**src/rtl/tsn_pkt_pkg.sv**
```systemverilog
// Shared packet-line definitions for the TSN ingress/egress ports:
// line flags, widths, PCB address split and legal frame sizes.
package tsn_pkt_pkg;

  localparam int LINE_W      = 134;
  localparam int BUFID_W     = 9;
  localparam int LINE_CNT_W  = 7;
  localparam int PCB_ADDR_W  = BUFID_W + LINE_CNT_W;
  localparam int TSNTAG_W    = 48;
  localparam int TSNTAG_LSB  = 80;

  localparam logic [1:0] FLAG_HEAD = 2'b01;
  localparam logic [1:0] FLAG_MID  = 2'b11;
  localparam logic [1:0] FLAG_TAIL = 2'b10;

  localparam int MIN_FRAME_B = 64;
  localparam int MAX_FRAME_B = 1518;

  // PCB line address: buffer id in the upper bits, line offset below.
  function automatic logic [PCB_ADDR_W-1:0] pcb_addr(input logic [BUFID_W-1:0]    bufid,
                                                     input logic [LINE_CNT_W-1:0] line);
    return {bufid, line};
  endfunction

endpackage

```
**src/rtl/nrp_bufid_prefetch.sv**
```systemverilog
// One-entry free-bufid prefetch: requests a bufid from the PCB whenever none
// is held, latches the grant, and releases it only when the owner consumes it.
module nrp_bufid_prefetch
  import tsn_pkt_pkg::*;
(
  input  logic               clk_i,
  input  logic               rst_ni,
  input  logic               bufid_ack_i,
  input  logic [BUFID_W-1:0] bufid_i,
  input  logic               consume_i,
  output logic               bufid_rd_o,
  output logic               held_o,
  output logic [BUFID_W-1:0] bufid_o
);

  logic               held_q, held_d;
  logic               rd_q, rd_d;
  logic [BUFID_W-1:0] bufid_q, bufid_d;

  // Only an ack against an outstanding request is taken, so a stray second
  // ack cannot overwrite a bufid that is already in use.
  always_comb begin
    held_d  = held_q;
    bufid_d = bufid_q;
    if (consume_i) begin
      held_d = 1'b0;
    end else if (rd_q && bufid_ack_i) begin
      held_d  = 1'b1;
      bufid_d = bufid_i;
    end
    rd_d = ~held_d;
  end

  // Holding register and registered request.
  always_ff @(posedge clk_i or negedge rst_ni) begin
    if (!rst_ni) begin
      held_q  <= 1'b0;
      rd_q    <= 1'b0;
      bufid_q <= '0;
    end else begin
      held_q  <= held_d;
      rd_q    <= rd_d;
      bufid_q <= bufid_d;
    end
  end

  assign bufid_rd_o = rd_q;
  assign held_o     = held_q;
  assign bufid_o    = bufid_q;

endmodule

```
**src/rtl/network_receive_port.sv**
```systemverilog
// Ingress packet writer: stores packet lines in the PCB under a prefetched
// bufid and emits a {tsntag, bufid} descriptor per good frame.
// Optional build macro NRP_LEN_CHECK_EN: drop runt (<64 B) and oversize
// (>1518 B) frames at the tail; otherwise only the 128-line limit applies.
//
//  state    | meaning
//  IDLE     | waiting for a head line
//  WRITE    | writing lines of an accepted frame into the held bufid
//  DISCARD  | dropping lines until the tail of a rejected frame
module network_receive_port
  import tsn_pkt_pkg::*;
(
  input  logic                  i_clk,
  input  logic                  i_rst_n,
  input  logic [1:0]            iv_cfg_finish,
  input  logic [LINE_W-1:0]     iv_pkt_data,
  input  logic                  i_pkt_data_wr,
  output logic                  o_pkt_bufid_rd,
  input  logic [BUFID_W-1:0]    iv_pkt_bufid,
  input  logic                  i_pkt_bufid_ack,
  output logic [LINE_W-1:0]     ov_pkt_data,
  output logic [PCB_ADDR_W-1:0] ov_pkt_waddr,
  output logic                  o_pkt_wr,
  output logic [TSNTAG_W-1:0]   ov_tsntag,
  output logic [BUFID_W-1:0]    ov_bufid,
  output logic                  o_descriptor_wr,
  input  logic                  i_descriptor_ack,
  output logic                  o_pkt_cnt_pulse,
  output logic                  o_pkt_discard_pulse,
  output logic [1:0]            nrp_state
);

  typedef enum logic [1:0] {
    ST_IDLE    = 2'd0,
    ST_WRITE   = 2'd1,
    ST_DISCARD = 2'd2
  } nrp_state_e;

  nrp_state_e              state_q, state_d;
  logic [LINE_CNT_W-1:0]   line_q, line_d, line_wr;
  logic                    full_q, full_d;
  logic                    wr_q, wr_d;
  logic [LINE_W-1:0]       data_q, data_d;
  logic [PCB_ADDR_W-1:0]   waddr_q, waddr_d;
  logic [TSNTAG_W-1:0]     tag_q, tag_d;
  logic [TSNTAG_W-1:0]     desc_tag_q, desc_tag_d;
  logic [BUFID_W-1:0]      desc_bufid_q, desc_bufid_d;
  logic                    desc_stage_q;
  logic                    desc_wr_q, desc_wr_d;
  logic                    cnt_q, cnt_d;
  logic                    disc_q, disc_d;

  logic [1:0]              flag;
  logic                    is_head, is_mid, is_tail, is_single;
  logic                    cfg_ok, slot_free, len_ok;
  logic                    start, do_write, consume;
  logic                    held;
  logic [BUFID_W-1:0]      held_bufid;

  nrp_bufid_prefetch u_prefetch (
    .clk_i       (i_clk),
    .rst_ni      (i_rst_n),
    .bufid_ack_i (i_pkt_bufid_ack),
    .bufid_i     (iv_pkt_bufid),
    .consume_i   (consume),
    .bufid_rd_o  (o_pkt_bufid_rd),
    .held_o      (held),
    .bufid_o     (held_bufid)
  );

  assign flag      = iv_pkt_data[LINE_W-1 -: 2];
  assign is_head   = i_pkt_data_wr && (flag == FLAG_HEAD);
  assign is_mid    = i_pkt_data_wr && (flag == FLAG_MID);
  assign is_tail   = i_pkt_data_wr && (flag == FLAG_TAIL);
  assign is_single = i_pkt_data_wr && (flag == 2'b00);
  assign cfg_ok    = (iv_cfg_finish == 2'b11);
  // An ack in the same cycle as a tail frees the slot for that tail.
  assign slot_free = !desc_stage_q && (!desc_wr_q || i_descriptor_ack);

`ifdef NRP_LEN_CHECK_EN
  logic [11:0] frame_bytes;
  assign frame_bytes = {1'b0, line_q, 4'b0000} + {8'b0, iv_pkt_data[131:128]} + 12'd1;
  assign len_ok      = (frame_bytes >= 12'(MIN_FRAME_B)) && (frame_bytes <= 12'(MAX_FRAME_B));
`else
  assign len_ok = 1'b1;
`endif

  // Main FSM next state, PCB write request and descriptor load.
  always_comb begin
    state_d      = state_q;
    line_d       = line_q;
    full_d       = full_q;
    wr_d         = 1'b0;
    data_d       = data_q;
    waddr_d      = waddr_q;
    tag_d        = tag_q;
    desc_tag_d   = desc_tag_q;
    desc_bufid_d = desc_bufid_q;
    disc_d       = 1'b0;
    consume      = 1'b0;
    start        = 1'b0;
    do_write     = 1'b0;
    line_wr      = line_q;
    unique case (state_q)
      ST_IDLE: begin
        if (is_head) start = 1'b1;
        else if (is_single) disc_d = 1'b1;
      end
      ST_WRITE: begin
        if (is_head) begin
          start  = 1'b1;
          disc_d = 1'b1;
        end else if (is_mid || is_tail) begin
          if (full_q) begin
            // 129th line: frame too long, bufid stays with us.
            if (is_tail) begin
              disc_d  = 1'b1;
              state_d = ST_IDLE;
            end else begin
              state_d = ST_DISCARD;
            end
          end else begin
            do_write = 1'b1;
            if (is_tail) begin
              state_d = ST_IDLE;
              if (slot_free && len_ok) begin
                consume      = 1'b1;
                desc_tag_d   = tag_q;
                desc_bufid_d = held_bufid;
              end else begin
                disc_d = 1'b1;
              end
            end
          end
        end
      end
      ST_DISCARD: begin
        if (is_head) begin
          start  = 1'b1;
          disc_d = 1'b1;
        end else if (is_tail) begin
          disc_d  = 1'b1;
          state_d = ST_IDLE;
        end
      end
      default: state_d = ST_IDLE;
    endcase
    if (start) begin
      if (cfg_ok && held) begin
        state_d  = ST_WRITE;
        tag_d    = iv_pkt_data[TSNTAG_LSB +: TSNTAG_W];
        line_wr  = '0;
        do_write = 1'b1;
      end else begin
        state_d = ST_DISCARD;
      end
    end
    if (do_write) begin
      wr_d             = 1'b1;
      data_d           = iv_pkt_data;
      waddr_d          = pcb_addr(held_bufid, line_wr);
      {full_d, line_d} = {1'b0, line_wr} + (LINE_CNT_W+1)'(1);
    end
  end

  // Descriptor valid: raised one cycle after the load stage, held until ack.
  always_comb begin
    desc_wr_d = desc_wr_q;
    if (desc_wr_q && i_descriptor_ack) desc_wr_d = 1'b0;
    if (desc_stage_q) desc_wr_d = 1'b1;
    cnt_d = desc_wr_q && i_descriptor_ack;
  end

  // State, write pipeline and descriptor registers.
  always_ff @(posedge i_clk or negedge i_rst_n) begin
    if (!i_rst_n) begin
      state_q      <= ST_IDLE;
      line_q       <= '0;
      full_q       <= 1'b0;
      wr_q         <= 1'b0;
      data_q       <= '0;
      waddr_q      <= '0;
      tag_q        <= '0;
      desc_tag_q   <= '0;
      desc_bufid_q <= '0;
      desc_stage_q <= 1'b0;
      desc_wr_q    <= 1'b0;
      cnt_q        <= 1'b0;
      disc_q       <= 1'b0;
    end else begin
      state_q      <= state_d;
      line_q       <= line_d;
      full_q       <= full_d;
      wr_q         <= wr_d;
      data_q       <= data_d;
      waddr_q      <= waddr_d;
      tag_q        <= tag_d;
      desc_tag_q   <= desc_tag_d;
      desc_bufid_q <= desc_bufid_d;
      desc_stage_q <= consume;
      desc_wr_q    <= desc_wr_d;
      cnt_q        <= cnt_d;
      disc_q       <= disc_d;
    end
  end

  assign ov_pkt_data         = data_q;
  assign ov_pkt_waddr        = waddr_q;
  assign o_pkt_wr            = wr_q;
  assign ov_tsntag           = desc_tag_q;
  assign ov_bufid            = desc_bufid_q;
  assign o_descriptor_wr     = desc_wr_q;
  assign o_pkt_cnt_pulse     = cnt_q;
  assign o_pkt_discard_pulse = disc_q;
  assign nrp_state           = state_q;

endmodule
```
**config.mk**
```make
export PLATFORM = sky130hd
export DESIGN_NAME = network_receive_port
export DESIGN_NICKNAME = d
export VERILOG_FILES = /design/src/rtl/tsn_pkt_pkg.sv /design/src/rtl/nrp_bufid_prefetch.sv /design/src/rtl/network_receive_port.sv
export SDC_FILE = /design/constraint.sdc
export NUM_CORES = 1
export LEC_CHECK = 0
export CAP_MARGIN = 25
export CELL_PAD_IN_SITES_DETAIL_PLACEMENT = 1
export CELL_PAD_IN_SITES_GLOBAL_PLACEMENT = 2
export CORE_MARGIN = 3
export CORE_UTILIZATION = 31
export CTS_BUF_LIST = sky130_fd_sc_hd__clkbuf_2 sky130_fd_sc_hd__clkbuf_4 sky130_fd_sc_hd__clkbuf_8
export CTS_CLUSTER_DIAMETER = 80
export CTS_CLUSTER_SIZE = 12
export DETAILED_ROUTE_END_ITERATION = 10
export PLACE_DENSITY_LB_ADDON = 0.1
export SLEW_MARGIN = 15
export SYNTH_ARGS = -nofsm -noshare
export SYNTH_HDL_FRONTEND = slang
export SYNTH_SLANG_ARGS = --single-unit
```
**constraint.sdc**
```tcl
create_clock -name i_clk -period 3 [get_ports i_clk]
set_input_delay 0.75 -clock i_clk [delete_from_list [all_inputs] [get_ports i_clk]]
set_output_delay 0.75 -clock i_clk [all_outputs]
set_load 0.1 [all_outputs]
```
# [After elaboration in Yosys (flattened, before gate mapping)]
# Index checks and enable logic that the tools add are counted.
[totals] in_bits=150 reg_bits=281 out_inout_bits=214 elab_cells=91
[classes] mux=40 add_sub_neg=1 n_bitwise=4 eq_ne=10 n_reduce_logical=20
[op_table] operator="1-bit 2-to-1 mux" n=28
[op_table] operator="2-bit 2-to-1 mux" n=8
[op_table] operator="7-bit 2-to-1 mux" n=2
[op_table] operator="3-bit inequality test (second input constant)" n=3
[op_table] operator="7-bit by 1-bit adder with 8-bit output (second input constant)" n=1
[op_table] operator="2-bit == test (second input constant)" n=4
[op_table] operator="1-bit logical AND" n=8
[op_table] operator="2-bit case mux with 3 select lines" n=1
[op_table] operator="6-bit AND reduction" n=1
[op_table] operator="2-bit by 1-bit == test with 1-bit output (second input constant)" n=2
[op_table] operator="2-bit zero test" n=2
[op_table] operator="1-bit inverter" n=4
[op_table] operator="2-bit AND reduction" n=2
[op_table] operator="4-bit AND reduction" n=1
[op_table] operator="1-bit case mux with 3 select lines" n=1
[op_table] operator="3-bit OR reduction" n=1
[op_table] operator="1-bit zero test" n=2
[op_table] operator="1-bit logical OR" n=2
[op_table] operator="2-bit inequality test (second input constant)" n=1
[op_table] operator="2-bit nonzero test" n=1

# [Logic depth before layout (Yosys ltp)]
[logic_depth] word_depth=11 ltp_mapped=10 depth_no_buf=9

# [By module]
# Synthesis repeated with hierarchy kept, for this count alone.
[hier_totals] hier_cells=757 hier_area_um2=10926.7
[modules_own_cells] module="network_receive_port" cells_per_inst=733 n_inst=1 seq_area_each_um2=6756.5 area_each_um2=10515.1
[modules_own_cells] module="nrp_bufid_prefetch" cells_per_inst=24 n_inst=1 seq_area_each_um2=275.3 area_each_um2=411.6

# [Least setup slack after synthesis]
# OpenSTA, ideal clock, no wires.
[synth_path] path_kind="reg2reg" start="register state_q[0] (netlist: nrp_state[0])" end="register line_q[6]" period_less_slack_ns=2.747 t_required_ns=2.868 path_buffers=1 path_slack_ns=0.253 arrival_ns=2.615 stages_incl_launch_ff=11 setup_ns=0.132 cell_sequence="dfrtp_1 > ha_1 > nand4bb_1 > or2_2 > clkbuf_1 > and2_1 > ha_1 > nand2_1 > nor4_1 > xnor2_1 > nor2_1"
[synth_between] elab_chain_cells=5 elab_cells_between_ends=10 classes_between="add/sub (1); eq/ne (2); mux (5); reduce/logical (2)"
[synth_rtl] item="start, declared" line="network_receive_port.sv:39" text="nrp_state_e state_q, state_d;"
[synth_rtl] item="start signal, assigned" line="network_receive_port.sv:191" text="state_q <= state_d;"
[synth_rtl] item="2-bit == test (tied with other cells)" line="network_receive_port.sv:104" text="unique case (state_q)"
[synth_rtl] item="3-bit OR reduction (no source line) (*)"
[synth_rtl] item="1-bit 2-to-1 mux (*)"
[synth_rtl] item="7-bit 2-to-1 mux (*)" line="network_receive_port.sv:148" text="if (start) begin"
[synth_rtl] item="net line_wr[1]" line="network_receive_port.sv:40" text="logic [LINE_CNT_W-1:0] line_q, line_d, line_wr;"
[synth_rtl] item="7-bit by 1-bit adder with 8-bit output (*)" line="network_receive_port.sv:162" text="{full_d, line_d} = {1'b0, line_wr} + (LINE_CNT_W+1)'(1);"
[synth_rtl] item="end signal, assigned" line="network_receive_port.sv:192" text="line_q <= line_d;"
[synth_rtl] item="end, declared" line="network_receive_port.sv:40"
# Mark *: on every way through the listed nets, which the timed path passes. The rest lies on a longest branch.
# A chain may end at the register's enable or synchronous reset.

# [Worst setup path in the final report]
[layout_path] start="register state_q[1] (netlist: nrp_state[1])" end="register u_prefetch.bufid_q[0] (netlist: u_prefetch.bufid_o[0])"
[layout_between] elab_chain_cells=4
[layout_rtl] item="2-bit by 1-bit == test with 1-bit output" line="network_receive_port.sv:104"
[layout_rtl] item="1-bit 2-to-1 mux" line="network_receive_port.sv:104"
[layout_rtl] item="1-bit inverter (no source line)"
[layout_rtl] item="2-bit AND reduction (no source line)"
[layout_rtl] item="end signal, assigned" line="nrp_bufid_prefetch.sv:43" text="bufid_q <= bufid_d;"
[layout_rtl] item="end, declared" line="nrp_bufid_prefetch.sv:18" text="logic [BUFID_W-1:0] bufid_q, bufid_d;"
# Every way passes these cells.

==> results.py <==
metrics = {
    "outcome": {
        "status": "complete, no violations",
    },
    "logic_synthesis": {
        "synth.net_count": 918,
        "ys_seq_area_share_pct": 65.7,
        "synth_cell_types": 35,
        "netlist_area_mm2": 0.0107,
        "netlist_instances": 763,
        "ys_warn_count": 0,
        "postSynth.asyncResetShare_pct": 100,
        "synth_compound_area_share_pct": 1.61,
        "synth-simple-area-share_pct": 7.51,
        "ys_ff_latch": 281,
        "synth-edff-count": 0,
        "synthXorXnorAreaFrac_pct": 0.327,
        "synth_top_family_by_area": "multiplexers",
        "muxShareOfSynthArea_pct": 22.1,
        "synth-adder-area-share_pct": 0.584,
        "synth_flop_cell": "dfrtp_1",
        "avgSynthCellArea_um2": 14.0,
    },
    "cts": {
        "postCtsSetupRepairBufs": 0,
        "cts_tree": "yes",
        "clock-sinks": 281,
        "cts_buffers": 27,
        "clock_latency_ps": 570,
        "post_cts_resized": 0,
        "htreeDepth": 1,
        "hold_buffers": 0,
        "cts_root_buf": "clkbuf_8",
        "cts.path.max_buffers": 3,
        "clkTransAtPathRegs_ps": 90,
    },
    "floorplan": {
        "core_region_area_mm2": 0.0338,
        "die_y_um": 192,
        "dieArea_mm2": 0.0368,
        "dieWidth_um": 192,
        "initial_utilization_pct": 31.7,
        "num_rows": 67,
        "ioPinCount": 364,
    },
    "timing": {
        "fin_skew_ps": 19.3,
        "relSlewSlack_pct": 71.1,
        "worst_pin_slew_ps": 434,
        "finalCritPeriodShare_pct": 76.4,
        "tns_ps": 0,
        "finalSetupViolations": 0,
        "fmax_ghz": 0.436,
        "setup_slack_ps": 709,
        "hold_viol_final": 0,
        "rsz0062_at_grt": "false",
        "drv_slew": 0,
        "fin_crit_ps": 2290,
    },
    "global_routing": {
        "grt_pass1_wl_um": 45500,
        "grt_use_total_pct": 15.6,
        "grt_pass1_vias": 7801,
        "antenna_found_initial": 1,
        "grt_max_degree": 64,
        "overflow": 0,
    },
    "worst_setup_path": {
        "arrival_ps": 2740,
        "cp-end-kind": "flop",
        "critPathKind": "reg -> reg",
        "worstPathMaxFanout": 9,
        "start_kind": "flop",
        "worst_ep_required_time_ps": 3450,
    },
    "placed_design": {
        "place_inst": 1564,
        "io_buffers": 363,
        "gp_congestion": 0.743,
        "place_ws_ps": 162,
        "dpl.hpwl_um": 21700,
    },
    "detailed_routing": {
        "drt_iter0_drc": 183,
        "post-route-drc-count": 0,
        "detail-route-antenna-nets": 0,
        "viasPerCell": 4.52,
        "dr.pass1.iters": 4,
        "routed_wirelength_um": 29900,
        "detail_route.wl_per_cell_um": 18.7,
        "num_vias": 7203,
    },
    "run": {
        "drv_cap": 0,
    },
    "layout": {
        "fin_util_pct": 44.1,
        "num-nets-final": 1300,
        "drive_gt1_share_pct": 39.7,
        "fillerInstances": 3596,
        "area_growth_pct": 39.0,
        "finalNonFillerCells": 1594,
    },
    "min_path": {
        "worstHoldPathType": "in -> async",
    },
}
==> area by class of cell <==
type | count | area, um2 | area share (%)
flip-flops and latches | 281 | 7030 | 47.2
multi-input cells | 438 | 3460 | 23.2
repair buffers | 391 | 3430 | 23.0
well taps | 448 | 561 | 3.76
clock buffers | 28 | 379 | 2.55
inverters | 6 | 22.5 | 0.151
clock inverters | 1 | 8.76 | 0.0588
diodes | 1 | 2.50 | 0.0168
==> cells in the mapped netlist, types with 2 or more instances <==
master / instances / area share, %
nor4_1: 2 / 0.12
and2_1: 3 / 0.18
clkbuf_1: 12 / 0.42
nand4_1: 3 / 0.18
mux2_1: 37 / 3.9
o21ai_0: 6 / 0.28
ha_1: 5 / 0.58
nand2_1: 164 / 5.7
or2_2: 2 / 0.12
inv_1: 6 / 0.21
nor2_1: 8 / 0.28
mux2_2: 173 / 18
buf_4: 2 / 0.14
buf_2: 17 / 0.79
a21oi_1: 12 / 0.56
nand3_1: 2 / 0.093
nor3_1: 2 / 0.093
dfrtp_1: 281 / 66
a31o_2: 3 / 0.25
buf_6: 6 / 0.63
xnor2_1: 3 / 0.25
==> cell families (layout without fill, tap and decap cells) <==
logic type      Yosys count  count (layout)
compound gates           26              26
xor+xnor                  4               4
other cells               0               1
simple gates            193             193
mux                     210             210
buf+inv                  44             426
fa+ha+maj                 5               5
flops                   281             281
==> critical path, cell delays in order (launching register included) <==
cell,delay [ps]
dfrtp_1,430
inv_1,110
ha_1,310
nand4b_4,190
a2111oi_4,370
nand3b_2,380
mux2_2,370
==> final timing paths <==
kind                         startpoint                    end  slack (ps)  cells after the start
setup / recovery           nrp_state[1]  u_prefetch.bufid_o[0]         710                      6
hold / removal                  i_rst_n        ov_pkt_data[58]         100                      1
setup reg to reg           nrp_state[1]  u_prefetch.bufid_o[0]         710                      6
hold reg to reg               tag_q[46]              tag_q[46]         470                      2
max in group asynchronous       i_rst_n        ov_pkt_data[76]        2010                      3
min in group i_clk            tag_q[46]              tag_q[46]         470                      2
==> registers in the layout, summed over array words and instances (netlist names), 2 cells and up <==
name and count:
line_q 7, ov_tsntag 48, tag_q 48, ov_pkt_waddr 16, ov_bufid 9, nrp_state 2, ov_pkt_data 134, u_prefetch.bufid_o 9
==> layout by cell type, fill, tap and decap left out, types with 5 or more instances in the layout <==
cell             instances
buf_4                  233
buf_12                   9
inv_1                    6
dfrtp_1                281
nor2_1                   7
clkdlybuf4s50_1        148
mux2_2                 173
mux2_1                  37
a21oi_1                 12
clkbuf_8                27
ha_1                     5
nand2_1                164
o21ai_0                  6
==> per-layer routing <==
layer	track usage, %	vias up	wire, um
met4	3.36	2	492
li1	-	3323	-
met1	19.6	3602	12500
met3	5.49	36	3010
met5	0	-	11
met2	25.9	240	13900
==> stage by stage <==
| stage | instance area (um2) | hold slack (ps) |
|---|---|---|
| after floorplan | 10700 | 440 |
| after global placement | 14500 | 453 |
| after detailed placement | 14500 | 458 |
| after CTS | 14900 | 49.3 |
| after global routing | 14900 | 75.1 |
| final | 14900 | 102 |
Power is left out: the tool's default activity adds up to more than one toggle a clock period on the data nets, which glitch-free logic cannot reach.
